$ cat config.mk
export PLATFORM = sky130hd
export DESIGN_NAME = ipsmacge_txpause_flat
export DESIGN_NICKNAME = d
export VERILOG_FILES = /design/src/rtl/ipsmacge_txpause_if.sv /design/src/rtl/ipsmacge_txpause.sv /design/src/flat_wrapper.sv
export SDC_FILE = /design/constraint.sdc
export NUM_CORES = 1
export LEC_CHECK = 0
export BUFFER_PORTS_ARGS = -buffer_cell sky130_fd_sc_hd__buf_2
export CORE_ASPECT_RATIO = 1.4
export CORE_MARGIN = 5
export CORE_UTILIZATION = 45
export DETAILED_ROUTE_END_ITERATION = 7
export GPL_TIMING_DRIVEN = 0
export PLACE_DENSITY = 0.71
export REMOVE_ABC_BUFFERS = 1
export SYNTH_ARGS = -nofsm -noshare
export SYNTH_HDL_FRONTEND = slang
export SYNTH_SLANG_ARGS = --single-unit
$ cat constraint.sdc
create_clock -name maclk -period 2.65 [get_ports maclk]
set_input_delay 0.1325 -clock maclk [delete_from_list [all_inputs] [get_ports maclk]]
set_output_delay 0.1325 -clock maclk [all_outputs]
set_load 0.05 [all_outputs]
$ cat src/rtl/ipsmacge_txpause_if.sv
// TX pause-frame handshake between the pause generator and the TX arbiter.
interface ipsmacge_txpause_if;
    logic       txpreq;
    logic       txpgnt;
    logic [7:0] txpdat;
    logic       txpvld;
    logic       txpsof;
    logic       txpeof;
    logic       opausent;

    modport master (
        output txpreq, txpdat, txpvld, txpsof, txpeof, opausent,
        input  txpgnt
    );

    modport slave (
        input  txpreq, txpdat, txpvld, txpsof, txpeof, opausent,
        output txpgnt
    );
endinterface

$ cat src/rtl/ipsmacge_txpause.sv
// IEEE 802.3x PAUSE frame generator for the GE MAC transmit path.
// Emits a 60-byte MAC control frame (no preamble/FCS) on an RX FIFO
// watermark request, with periodic XOFF refresh while the request holds.
// Optional build macro IPSMACGE_TXPAUSE_XON_EN adds XON (quanta 0) frames
// on the falling edge of the request.
module ipsmacge_txpause (
    input  logic        maclk,
    input  logic        marst_,
    input  logic        pauen,
    input  logic        pausreq,
    input  logic [15:0] pauquacfg,
    input  logic [15:0] pwrefresh,
    input  logic [47:0] srcmac,
    ipsmacge_txpause_if.master tx
);
    localparam int unsigned IDX_W    = 6;
    localparam int unsigned REFR_W   = 22;
    localparam int unsigned LAST_IDX = 59;

    typedef enum logic [1:0] {IDLE, REQ, SEND} state_t;

    state_t             state;
    logic [IDX_W-1:0]   idx;
    logic [47:0]        sa_q;
    logic [15:0]        quanta_q;
    logic               is_xoff;
    logic               xoff_pend;
    logic               xon_pend;
    logic               req_q;
    logic               armed;
    logic [REFR_W-1:0]  refr_cnt;
    logic               refr_on;

    logic               rise;
    logic               refr_stop;
    logic               refr_hit;
    logic               refr_load;
    logic               take;
    logic               sel_xoff;
    logic               last;
`ifdef IPSMACGE_TXPAUSE_XON_EN
    logic               fall;
    logic               xoff_sent;
`endif

    // Byte i of the frame for the latched source MAC and quanta.
    function automatic logic [7:0] frame_byte(input logic [IDX_W-1:0] i,
                                              input logic [47:0] sa,
                                              input logic [15:0] q);
        logic [7:0] b;
        b = 8'h00;
        case (i)
            6'd0:  b = 8'h01;
            6'd1:  b = 8'h80;
            6'd2:  b = 8'hC2;
            6'd5:  b = 8'h01;
            6'd6:  b = sa[47:40];
            6'd7:  b = sa[39:32];
            6'd8:  b = sa[31:24];
            6'd9:  b = sa[23:16];
            6'd10: b = sa[15:8];
            6'd11: b = sa[7:0];
            6'd12: b = 8'h88;
            6'd13: b = 8'h08;
            6'd15: b = 8'h01;
            6'd16: b = q[15:8];
            6'd17: b = q[7:0];
            default: b = 8'h00;
        endcase
        return b;
    endfunction

    // Edge detection; 'armed' keeps a request already high at reset release from counting as an edge.
    assign rise      = armed & pausreq & ~req_q;
`ifdef IPSMACGE_TXPAUSE_XON_EN
    assign fall      = armed & ~pausreq & req_q;
`endif
    assign refr_stop = ~pausreq | ~pauen;
    assign refr_hit  = refr_on & (refr_cnt == REFR_W'(1)) & ~refr_stop;
    assign last      = (idx == IDX_W'(LAST_IDX));
    assign refr_load = (state == SEND) & (idx == IDX_W'(LAST_IDX - 1)) & is_xoff
                     & pausreq & pauen & (pwrefresh != 16'h0000);
    assign take      = (state == REQ) & pauen & tx.txpgnt;
    assign sel_xoff  = xoff_pend | ~xon_pend;

    // Request edge register.
    always_ff @(posedge maclk or negedge marst_) begin
        if (!marst_) begin
            req_q <= 1'b0;
            armed <= 1'b0;
        end else begin
            req_q <= pausreq;
            armed <= 1'b1;
        end
    end

    // Refresh countdown; loaded as the XOFF frame's last byte goes out.
    always_ff @(posedge maclk or negedge marst_) begin
        if (!marst_) begin
            refr_on  <= 1'b0;
            refr_cnt <= '0;
        end else if (refr_stop) begin
            refr_on  <= 1'b0;
            refr_cnt <= '0;
        end else if (refr_load) begin
            refr_on  <= 1'b1;
            refr_cnt <= {pwrefresh, 6'b000000};
        end else if (refr_on) begin
            refr_cnt <= refr_cnt - REFR_W'(1);
            if (refr_cnt == REFR_W'(1)) begin
                refr_on <= 1'b0;
            end
        end
    end

    // Frame FSM, pending flags and registered frame outputs.
    always_ff @(posedge maclk or negedge marst_) begin
        if (!marst_) begin
            state       <= IDLE;
            idx         <= '0;
            sa_q        <= '0;
            quanta_q    <= '0;
            is_xoff     <= 1'b0;
            xoff_pend   <= 1'b0;
            xon_pend    <= 1'b0;
            tx.txpreq   <= 1'b0;
            tx.txpdat   <= 8'h00;
            tx.txpvld   <= 1'b0;
            tx.txpsof   <= 1'b0;
            tx.txpeof   <= 1'b0;
            tx.opausent <= 1'b0;
`ifdef IPSMACGE_TXPAUSE_XON_EN
            xoff_sent   <= 1'b0;
`endif
        end else begin
            // A new trigger of one kind cancels the other; grant consumes both (merge).
            if (!pauen) begin
                xoff_pend <= 1'b0;
                xon_pend  <= 1'b0;
            end else if (rise || refr_hit) begin
                xoff_pend <= 1'b1;
                xon_pend  <= 1'b0;
`ifdef IPSMACGE_TXPAUSE_XON_EN
            end else if (fall && xoff_sent) begin
                xon_pend  <= 1'b1;
                xoff_pend <= 1'b0;
`endif
            end else if (take) begin
                xoff_pend <= 1'b0;
                xon_pend  <= 1'b0;
            end

            case (state)
                IDLE: begin
                    if (pauen && (xoff_pend || xon_pend || refr_hit)) begin
                        state     <= REQ;
                        tx.txpreq <= 1'b1;
                    end
                end
                REQ: begin
                    if (!pauen) begin
                        state     <= IDLE;
                        tx.txpreq <= 1'b0;
                    end else if (tx.txpgnt) begin
                        state     <= SEND;
                        tx.txpreq <= 1'b0;
                        idx       <= '0;
                        sa_q      <= srcmac;
                        quanta_q  <= sel_xoff ? pauquacfg : 16'h0000;
                        is_xoff   <= sel_xoff;
`ifdef IPSMACGE_TXPAUSE_XON_EN
                        xoff_sent <= sel_xoff;
`endif
                        tx.txpdat <= frame_byte(IDX_W'(0), srcmac, pauquacfg);
                        tx.txpvld <= 1'b1;
                        tx.txpsof <= 1'b1;
                    end
                end
                SEND: begin
                    if (last) begin
                        state       <= IDLE;
                        idx         <= '0;
                        tx.txpdat   <= 8'h00;
                        tx.txpvld   <= 1'b0;
                        tx.txpeof   <= 1'b0;
                        tx.opausent <= 1'b0;
                    end else begin
                        idx         <= idx + IDX_W'(1);
                        tx.txpdat   <= frame_byte(idx + IDX_W'(1), sa_q, quanta_q);
                        tx.txpsof   <= 1'b0;
                        tx.txpeof   <= (idx == IDX_W'(LAST_IDX - 1));
                        tx.opausent <= (idx == IDX_W'(LAST_IDX - 1));
                    end
                end
                default: begin
                    state     <= IDLE;
                    tx.txpreq <= 1'b0;
                    tx.txpvld <= 1'b0;
                end
            endcase
        end
    end
endmodule

$ cat src/flat_wrapper.sv
// flat-port wrapper written by rule: the top's interface ports become plain ports
module ipsmacge_txpause_flat 
  (maclk, marst_, pauen, pausreq, pauquacfg, pwrefresh, srcmac, tx_txpreq, tx_txpdat, tx_txpvld, tx_txpsof, tx_txpeof, tx_opausent, tx_txpgnt);
  ipsmacge_txpause_if tx_i ();
  input  logic maclk;
  input  logic marst_;
  input  logic pauen;
  input  logic pausreq;
  input  logic [15:0] pauquacfg;
  input  logic [15:0] pwrefresh;
  input  logic [47:0] srcmac;
  output wire logic [$bits(tx_i.txpreq)-1:0] tx_txpreq;
  output wire logic [$bits(tx_i.txpdat)-1:0] tx_txpdat;
  output wire logic [$bits(tx_i.txpvld)-1:0] tx_txpvld;
  output wire logic [$bits(tx_i.txpsof)-1:0] tx_txpsof;
  output wire logic [$bits(tx_i.txpeof)-1:0] tx_txpeof;
  output wire logic [$bits(tx_i.opausent)-1:0] tx_opausent;
  input wire logic [$bits(tx_i.txpgnt)-1:0] tx_txpgnt;
  assign tx_txpreq = tx_i.txpreq;
  assign tx_txpdat = tx_i.txpdat;
  assign tx_txpvld = tx_i.txpvld;
  assign tx_txpsof = tx_i.txpsof;
  assign tx_txpeof = tx_i.txpeof;
  assign tx_opausent = tx_i.opausent;
  assign tx_i.txpgnt = tx_txpgnt;
  ipsmacge_txpause u_core (.maclk(maclk), .marst_(marst_), .pauen(pauen), .pausreq(pausreq), .pauquacfg(pauquacfg), .pwrefresh(pwrefresh), .srcmac(srcmac), .tx(tx_i));
endmodule
After elaboration in Yosys (flattened, before gate mapping). Cells that the tools add are included.

Flip-flop bits (word level): 112. Input port bits: 85. Output and inout port bits: 13. Word-level logic and storage cells: 118.

Add/sub/neg operators: 2. Equality and inequality tests: 26. Muxes and demuxes: 38. Bitwise operators: 20. Reduce and logical (&&, ||, !) cells: 16.

Operator list (count): case mux 8 bit (13 select lines) (1); 2-to-1 mux 22 bit (3); == test 6 x 4 -> 1 bit (second input constant) (7); 2-to-1 mux 8 bit (3); == test 22 x 1 -> 1 bit (second input constant) (1); subtractor 22 x 1 -> 22 bit (second input constant) (1); == test 6 x 3 -> 1 bit (second input constant) (3); 2-to-1 mux 6 bit (3); 2-to-1 mux 1 bit (17); 2-to-1 mux 16 bit (1); case mux 8 bit (2 select lines) (1); nonzero test 16 bit (1); == test 6 x 5 -> 1 bit (second input constant) (2); == test 6 bit (second input constant) (2); case mux 6 bit (2 select lines) (1); AND reduction 3 bit (4); AND 1 bit (11); 2-to-1 mux 2 bit (4); AND reduction 4 bit (2); NOT 1 bit (7); adder 6 x 1 -> 6 bit (second input constant) (1); == test 6 x 1 -> 1 bit (second input constant) (1); == test 6 x 2 -> 1 bit (second input constant) (1); zero test 6 bit (1); 16 further kinds (23).

Depth between registers and ports, before layout.
Word-level depth: 8. Mapped depth: 10. Mapped depth without buffers: 8.

Worst setup path after synthesis. No wires, ideal clock.

Path kind: register -> register. Start: reg u_core.idx[0]. End: reg u_core.refr_cnt[11]. Data arrival time: 2.235 ns. Required time: 2.528 ns. Setup slack: 0.293 ns. Cell stages (with the launch flop): 10. Path buffers: 2. Clock period less this slack: 2.357 ns. Cell sequence: dfrtp_1 > buf_2 > inv_1 > ha_1 > inv_1 > or4_4 > nor4b_4 > or2_2 > buf_8 > o21ai_1.

Word-level cells in the longest chain between the ends: 8.

RTL lines: from (decl) (RTL line ipsmacge_txpause.sv:23) `logic [IDX_W-1:0] idx;`; from (signal assigned) (RTL line ipsmacge_txpause.sv:188) `idx <= idx + IDX_W'(1);`; == test 6 bit * (RTL line ipsmacge_txpause.sv:81) `assign refr_load = (state == SEND) & (idx == IDX_W'(LAST_IDX - 1)) & is_xoff`; AND 1 bit * (2 in a row) (RTL line ipsmacge_txpause.sv:81); AND 1 bit * (3 in a row) (RTL line ipsmacge_txpause.sv:82) `& pausreq & pauen & (pwrefresh != 16'h0000);`; 2-to-1 mux 22 bit (RTL line ipsmacge_txpause.sv:105) `end else if (refr_load) begin`; 2-to-1 mux 22 bit (RTL line ipsmacge_txpause.sv:102) `end else if (refr_stop) begin`; to (signal assigned) (RTL line ipsmacge_txpause.sv:107) `refr_cnt <= {pwrefresh, 6'b000000};`; to (signal assigned) (RTL line ipsmacge_txpause.sv:109) `refr_cnt <= refr_cnt - REFR_W'(1);`; to (decl) (RTL line ipsmacge_txpause.sv:31) `logic [REFR_W-1:0] refr_cnt;`.

Mark *: on every way between the ends. The rest lies on a longest branch, timed or not. A chain may end at the register's enable or synchronous reset.

Worst setup path after layout.
Start: reg u_core.idx[3]. End: reg u_core.tx.txpdat[2].

Word-level cells in the longest chain between the ends: 6.

RTL lines: adder 6 x 1 -> 6 bit (RTL line ipsmacge_txpause.sv:189) `tx.txpdat <= frame_byte(idx + IDX_W'(1), sa_q, quanta_q);`; == test 6 x 3 -> 1 bit, or another cell as far along (RTL line ipsmacge_txpause.sv:52) `case (i)`; OR reduction 3 bit (no source line); case mux 8 bit (13 select lines) (RTL line ipsmacge_txpause.sv:52); 2-to-1 mux 8 bit * (RTL line ipsmacge_txpause.sv:180) `if (last) begin`; case mux 8 bit (2 select lines) * (RTL line ipsmacge_txpause.sv:153) `case (state)`; to (signal assigned) (RTL line ipsmacge_txpause.sv:174) `tx.txpdat <= frame_byte(IDX_W'(0), srcmac, pauquacfg);`; to (signal assigned) (RTL line ipsmacge_txpause.sv:189); to (decl) (RTL line ipsmacge_txpause_if.sv:12) `output txpreq, txpdat, txpvld, txpsof, txpeof, opausent,`.

Marks and branches as above.

==> results.cfg <==
[outcome]
outcome = finished clean

[placed_design]
place_ws_ns = -1.06
place.detailed.hpwl_um = 11300
globalplace.congestion = 0.894
port_buffers = 97

[global_routing]
antenna_found_initial = 0
grt-ovfl-total = 0
grt_pass1_wl_um = 27000
grt_pass1_vias = 5567
grt_max_degree = 63
grt_usage_pct = 20.8

[clock_network]
worstSkewPairLatency_ns = 0.35
ctsRootBufferMaster = clkbuf_16
cts_tree = done
clk_pin_slew_ns = 0.07
clock-sinks = 111
max-clock-path-buffers = 2
tritoncts.num_buffers = 9
htreeDepth = 3

[synth]
synth-simple-area-share_pct = 27.0
ys_top_cells_by_area = dfrtp_1, nand2_1, xnor2_1
syn_inst = 701
syn_avg_cell_area_um2 = 8.64
yosysUniqueCellTypes = 75
synth_seq_area_share_pct = 45.9
synth_common_cells = nand2_1, dfrtp_1, nor2_1
synthAdderAreaFrac_pct = 1.65
yosysTopAreaCell = dfrtp_1
netlist_area_um2 = 6060
synth-edff-count = 0
synth.area.mux_share_pct = 0.331
synthXorXnorAreaFrac_pct = 3.60
synth_compound_area_share_pct = 17.3
yosysMostFrequentCell = nand2_1
async_reset_ff_share_pct = 100
synth_top_family_by_area = simple AND/OR/NAND/NOR gates
synth_top_area_share_pct = 45.9
ys.flop_type = dfrtp_1
synth-seq-cells = 111
yosysWarnings = 0

[setup_path]
critical-path-top-delay-family = compound AO/OA/AOI/OAI gates
cp_max_fo = 31
critical_path_arrival_ns = 2.79
cp_num_buf_inv = 1
worstPathCellList = a21boi_1, nor3_2, o21ai_1, a2111oi_2, nor4_4, buf_4, o21ai_1
critPathCaptureType = flop
critPathMostFrequentCell = o21ai_1
start_kind = flop
required_ns = 2.87
path_class = flop to flop
cp_slowest_cell = dfrtp_4
max_stage_delay_ns = 0.64

[job]
cap_viol_max_count = 0

[finish]
nFillCells = 1192
areaGrowthSynthToFinish_pct = 27.3
fin_util_pct = 57.9
num-nets-final = 932
drive_above_1_share_pct = 20.3
diodes = 0

[drt]
ant_nets = 0
wl_um = 16400
drt_iter0_drc = 374
wl_per_cell_um = 16.0
dr.pass1.iters = 5
vias_per_cell = 5.38
route.vias.total = 5525
drcViolationCount = 0

[floorplanning]
fp.coreArea_um2 = 13300
io_pins = 98
rows = 50
initial_core_util_pct = 45.4
die_area_um2 = 15900
die_x_um = 108
die-height_um = 147

[sta]
final-hold-violation-count = 0
timing.fmax_mhz = 389
drv_slew = 0
rsz0062_at_grt = no
clock_skew_ns = 0.00815
worst_pin_slew_ns = 0.852
relSlewSlack_pct = 43.2
fin_ws_ns = 0.0803
fin_crit_sh_pct = 97.0
setup-violations-final = 0
period_needed_ns = 2.57

[pwr]
ir_worst_vdd_mv = 0.438
powerDensity_nw_per_um2 = 416
p_leak_nw = 3.60

[min_path]
hp-class = input pin to flop
final timing paths:
kind,start,end,slack [ns],depth (start not counted)
min in group asynchronous,marst_,u_core.tx.txpreq,0.36,2
worst max register to register,u_core.idx[3],u_core.tx.txpdat[2],0.08,7
worst min-delay path,srcmac[41],u_core.sa_q[41],0.002,3
worst max-delay path,u_core.idx[3],u_core.tx.txpdat[2],0.08,7
worst min register to register,u_core.sa_q[35],u_core.sa_q[35],0.48,2
max in group asynchronous,marst_,u_core.idx[2],1.57,3
where the power goes:
part | internal, mW | switching (mW)
logic | 0.113 | 0.0784
clock network | 0.680 | 0.644
registers | 1.69 | 0.000837
total | 2.49 | 0.723
logic make-up after synthesis:
logic type | count (synthesis)
AND/OR/NAND/NOR | 355
flip-flops | 111
multiplexers | 2
AO/OA/AOI/OAI | 145
other | 1
adder cells (fa/ha/maj) | 8
buffers and inverters | 55
XOR/XNOR | 24
worst register-to-register path: cells and delay by family (launching register included):
kind / cells / cell delay (ns)
AO/OA/AOI/OAI: 4 / 1.17
flip-flops: 1 / 0.64
AND/OR/NAND/NOR: 2 / 0.45
buffers and inverters: 1 / 0.20
per-layer routing:
layer | share of wire (%) | wire [um] | track usage, %
met5 | 0 | 0 | 0
met4 | 1.8 | 300 | 6.38
met3 | 4.8 | 782 | 3.56
met2 | 53 | 8720 | 37.2
met1 | 40 | 6630 | 25.3
timing repair:
item,in CTS,in global routing
hold endpoints to repair,111,0
hold buffers,63,0
pin swaps,3,0
buffers inserted,3,1
setup endpoints to repair,39,13
gates resized for setup,13,7
gates cloned,0,0
through the flow:
| stage | hold slack (ns) | instances | TNS [ns] | power, mW | cell area (um2) |
|---|---|---|---|---|---|
| after floorplan | -0.163 | 659 | -25.25 | 1.74 | 5850 |
| after global placement | 0.323 | 938 | -128.21 | 1.84 | 6560 |
| after detailed placement | 0.200 | 943 | -25.51 | 1.85 | 6670 |
| after CTS | 0.00464 | 1025 | 0 | 3.23 | 7670 |
| after global routing | 0.0139 | 1026 | 0 | 3.32 | 7710 |
| final | 0.00236 | 1026 | 0 | 3.21 | 7710 |
flip-flops by register name, indices dropped and copies added, names as in the netlist:
name	flops
u_core.armed	1
u_core.idx	6
u_core.quanta_q	16
u_core.is_xoff	1
u_core.tx.opausent	1
u_core.tx.txpsof	1
u_core.req_q	1
u_core.tx.txpdat	8
u_core.sa_q	48
u_core.tx.txpvld	1
u_core.tx.txpreq	1
u_core.refr_cnt	22
u_core.state	2
u_core.refr_on	1
u_core.xoff_pend	1
layout by cell type (no fill, tap or decap), drive strengths merged, types with 4 or more instances in the layout:
cell type | Yosys | layout
a22oi | 11 | 11
nand2 | 238 | 238
xor2 | 8 | 8
a221oi | 5 | 5
a32oi | 6 | 6
nor3 | 20 | 20
nor4 | 10 | 10
clkbuf | 21 | 10
inv | 13 | 16
o21ai | 46 | 46
nor2 | 28 | 28
buf | 21 | 106
a22o | 8 | 8
a21oi | 21 | 21
o31ai | 8 | 8
nor2b | 5 | 5
dlygate4sd3 | 0 | 63
ha | 8 | 8
nand3 | 12 | 12
a211oi | 6 | 6
xnor2 | 16 | 16
nand2b | 11 | 11
and2 | 5 | 5
o22ai | 4 | 4
dfrtp | 111 | 111
area by class of cell:
| type | count | area [um2] | share of cell area [%] |
|---|---|---|---|
| Timing Repair Buffer | 169 | 1240 | 16.1 |
| Inverter | 13 | 48.8 | 0.633 |
| Clock inverter | 6 | 52.6 | 0.681 |
| Tap cell | 182 | 228 | 2.95 |
| Multi-Input combinational cell | 535 | 3110 | 40.4 |
| Sequential cell | 111 | 2790 | 36.1 |
| Clock buffer | 10 | 239 | 3.10 |
Power figures use the tool's default switching activity.
